===== config.mk =====
export PLATFORM = sky130hd
export DESIGN_NAME = mem_responder
export DESIGN_NICKNAME = d
export VERILOG_FILES = /design/src/rtl/mem_responder.sv
export SDC_FILE = /design/constraint.sdc
export NUM_CORES = 2
export LEC_CHECK = 0
export ABC_AREA = 1
export CORE_MARGIN = 2
export CORE_UTILIZATION = 40
export DETAILED_ROUTE_END_ITERATION = 8
export HOLD_SLACK_MARGIN = 0.1
export SYNTH_ARGS = -nofsm -noshare
export SYNTH_HDL_FRONTEND = slang
export SYNTH_SLANG_ARGS = --single-unit

===== constraint.sdc =====
create_clock -name clk -period 9.17 [get_ports clk]
set_input_delay 2.2925 -clock clk [delete_from_list [all_inputs] [get_ports clk]]
set_output_delay 2.2925 -clock clk [all_outputs]
set_load 0.02 [all_outputs]

===== src/rtl/mem_responder.sv =====
// Word-addressed RAM that answers one request at a time after WAIT_CYCLES wait states,
// then pulses ready with read data or an error flag for misaligned/out-of-range addresses.
module mem_responder #(
    parameter int DEPTH       = 64,
    parameter int ADDR_W      = 6,
    parameter int WAIT_CYCLES = 2
) (
    input  logic        clk,
    input  logic        reset,
    input  logic        req,
    input  logic        we,
    input  logic [31:0] addr,
    input  logic [31:0] wdata,
    output logic        busy,
    output logic        ready,
    output logic [31:0] rdata,
    output logic        err
);

    typedef enum logic [1:0] {
        IDLE = 2'd0,
        BUSY = 2'd1,
        DONE = 2'd2
    } state_t;

    state_t            state;
    logic [3:0]        cnt;
    logic              we_q;
    logic [31:0]       addr_q;
    logic [31:0]       wdata_q;
    logic [31:0]       mem [DEPTH];
    logic [ADDR_W-1:0] idx;
    logic              addr_bad;
    logic              commit;

    function automatic logic bad_addr(input logic [31:0] a);
        return (a[1:0] != 2'b00) || (a >= 32'(DEPTH * 4));
    endfunction

    assign idx      = addr_q[ADDR_W+1:2];
    assign addr_bad = bad_addr(addr_q);
    assign commit   = (state == BUSY) && (cnt == 4'd0);

    // Request capture: data only, so no reset needed
    always_ff @(posedge clk) begin
        if (state == IDLE && req) begin
            we_q    <= we;
            addr_q  <= addr;
            wdata_q <= wdata;
        end
    end

    // Gate on reset so a write interrupted in BUSY never lands
    always_ff @(posedge clk) begin
        if (reset && commit && we_q && !addr_bad) begin
            mem[idx] <= wdata_q;
        end
    end

    always_ff @(posedge clk or negedge reset) begin
        if (!reset) begin
            state <= IDLE;
            cnt   <= 4'd0;
            busy  <= 1'b0;
            ready <= 1'b0;
            err   <= 1'b0;
            rdata <= 32'd0;
        end else begin
            ready <= 1'b0;
            case (state)
                IDLE: begin
                    if (req) begin
                        state <= BUSY;
                        cnt   <= 4'(WAIT_CYCLES);
                        busy  <= 1'b1;
                    end
                end
                BUSY: begin
                    if (cnt != 4'd0) begin
                        cnt <= cnt - 4'd1;
                    end else begin
                        state <= DONE;
                        ready <= 1'b1;
                        err   <= addr_bad;
                        rdata <= (we_q || addr_bad) ? 32'd0 : mem[idx];
                    end
                end
                DONE: begin
                    state <= IDLE;
                    busy  <= 1'b0;
                end
                default: begin
                    state <= IDLE;
                    busy  <= 1'b0;
                end
            endcase
        end
    end

endmodule


==> results.md <==
- Critical path launch point type: primary input
- Cell area after layout: 0.0976 sq mm
- Slowest stage delay, CP: 1100 ps
- Placed cell count: 9,926
- Setup bufs post-CTS: 0
- Root Driver: clkbuf_16
- DRT met1 WL: 103 mm
- Crit path kind: primary input to flop
- Post-synth EDFFs: 2,113
- Crit path max-delay family: simple AND/OR/NAND/NOR gates
- Total Wirelength: 246 mm
- Setup TNS: 0 ps
- Avg Cell Area, Syn: 11.9 sq um
- Core area: 0.217 sq mm
- WP data required: 9620 ps
- Clk_lat worst skew: 850 ps
- Synth async-reset ratio: 0.0190
- Largest net degree at the start of global routing: 222
- CTS Hold Buffers Added: 0
- Synth top area cells: edfxtp_1 (73%), nand3_1 (11%), nand2_1 (9.8%)
- CP Capture Type: flop
- Final nets: 7,356
- Worst Hold Class: flop to flop
- WL/cell: 23.8 microns
- Synth area leader: edfxtp_1
- Count of final setup violators: 0
- DPL Wire Length: 135 mm
- Die W: 471 microns
- Relative slew slack: 0.183
- CTS sink cnt: 2,160
- Worst-path cell chain: buf_2, buf_4, nand3_4, nor2_8, nand2_2, nor2_4
- Placement Cell Area: 0.0909 sq mm
- Pre-antenna DRT Iters: 6
- Top Layer Used: met5
- Seq cells post-synth: 2,160
- Met3 wire length: 22.2 mm
- Status: finished clean
- YS warnings: 0
- GRT Overall Usage: 0.217
- Clock-pin slew on the worst setup and hold paths: 60 ps
- Clock Tree Buf Depth: 3
- Critical Path AT: 5000 ps
- Cell variety after synth: 29
- Fillers: 19,600
- Vias in the first global route: 52,500
- Post-Syn Nets: 7,412
- Pre-CTS WS: 3740 ps
- Top_reg_cell synth: edfxtp_1
- Non-filler cells in the finished layout: 10,300
- First-pass GRT wire length: 356 mm
- CP max stage cell: nor2_4
- Vias: 55,900
- Synthesized instance count: 7,342
- Area delta synth->final: 11.8%
- Final hold vios: 0
- Antenna violations before repair: 6
- Max-cap violations: 0
- Post_cts resized: 0
- Die H: 471 microns
- Unrepaired setup endpoints after global routing: false
- CTS tree: done
- Max H-tree Level: 4
- Leak: 35.0 nW
- IO Pins: 103
- Routed Antenna Nets: 0
- Cell Area, Synth: 0.0872 sq mm
- Fmax: 0.220 GHz
- PwrDens: 280 mW/mm^2
- Std cell rows: 171
- Hold slack final: 455 ps
- Routability cong.: 0.900
- Grt ovf: 0
- Met2 WL: 110 mm
- CP Buf/Inv Count: 2
- Worst slew pin tran: 1220 ps
- DRC: 0
- Crit Path Max Fanout: 42
- Initial Util: 0.402
- Min Tclk post-route: 4550 ps
- Vias per cell: 5.41
- Final period utilization: 0.496
- VDD IR max: 0.303 mV
- Top cells by count, synth: nand2_1 (2,281), edfxtp_1 (2,113), nand3_1 (1,937), inv_1 (354), buf_2 (216)
- Worst Setup Slack, final: 4620 ps
- Seq/Total Area, Yosys: 0.740
- Die area: 0.222 sq mm
- Area share of the largest cell type after synthesis: 0.727
- Clock skew: 69.2 ps
- IO Port Bufs: 102
- Cell with the most instances after synthesis: nand2_1
- Layout cell share with drive strength beyond 1: 0.0659
- Final-report max-slew violation count: 0
- Detailed Route Iter0 Violations: 6,944
- Clock buffer count from CTS: 212
final cells by class:
type / instances / area (sq um) / share of cell area
flip-flops and latches: 2160 / 64600 / 0.662
multi-input cells: 4371 / 19600 / 0.201
clock buffers: 281 / 5710 / 0.0585
well taps: 2854 / 3570 / 0.0366
repair buffers: 182 / 1750 / 0.0180
inverters: 359 / 1390 / 0.0142
clock inverters: 123 / 942 / 0.00966
diodes: 2 / 5.00 / 0.0000513
kinds of logic (layout without fill, tap and decap cells):
group	count (synthesis)	count (layout)	share of synthesized area
flip-flops	2160	2160	0.740
buffers and inverters	811	945	0.0407
AO/OA/AOI/OAI	11	11	0.000660
AND/OR/NAND/NOR	4358	4358	0.218
other	0	2	0
adder cells (fa/ha/maj)	2	2	0.000287
report_power, final:
part | total (mW) | internal (mW) | switching [mW]
Clock | 8.39 | 4.64 | 3.76
Combinational | 7.40 | 1.69 | 5.71
Sequential | 11.5 | 11.3 | 0.201
worst paths after layout:
path                                  start           to  slack, ps  cells after the start
max in group asynchronous             reset    rdata[17]       7180                      2
min in group asynchronous             reset         busy       1540                      2
worst max register to register         flop     rdata[9]       5110                      9
worst min register to register  wdata_q[22]  mem[54][22]        450                      0
worst min-delay path            wdata_q[22]  mem[54][22]        450                      0
worst max-delay path                  reset  mem[38][21]       4620                      6
state kept, by name, summed over array words and instances (netlist names), named ones only:
signal   cells
mem       2048
addr_q      32
rdata       32
wdata_q     32
cnt          4
state        2
busy         1
err          1
ready        1
we_q         1
cells in the final DEF (no fill, tap or decap), types with 11 or more instances in the layout:
| cell | Yosys | layout |
|---|---|---|
| buf_12 | 0 | 11 |
| clkinv_2 | 0 | 40 |
| clkinv_1 | 0 | 57 |
| nand3_1 | 1937 | 1937 |
| clkbuf_16 | 0 | 215 |
| clkbuf_1 | 103 | 58 |
| dfrtp_1 | 41 | 41 |
| buf_4 | 47 | 69 |
| nand2_1 | 2281 | 2281 |
| nor2_4 | 2 | 66 |
| or2_2 | 30 | 30 |
| nor2_1 | 90 | 26 |
| edfxtp_1 | 2113 | 2113 |
| inv_1 | 354 | 351 |
| clkdlybuf4s50_1 | 0 | 101 |
per-stage QoR:
stage / util / power, mW
floorplan: - / 16.1
global placement: 0.419 / 18.9
global route: 0.450 / 28.3
CTS: 0.450 / 27.3
finish: 0.450 / 27.3
detailed placement: 0.419 / 19.0
routing by layer:
layer	vias up	GRT usage
met5	-	0
met4	2	0.0839
met3	368	0.0440
met2	2333	0.326
met1	27700	0.309
li1	25500	-
Power figures use the tool's default switching activity.
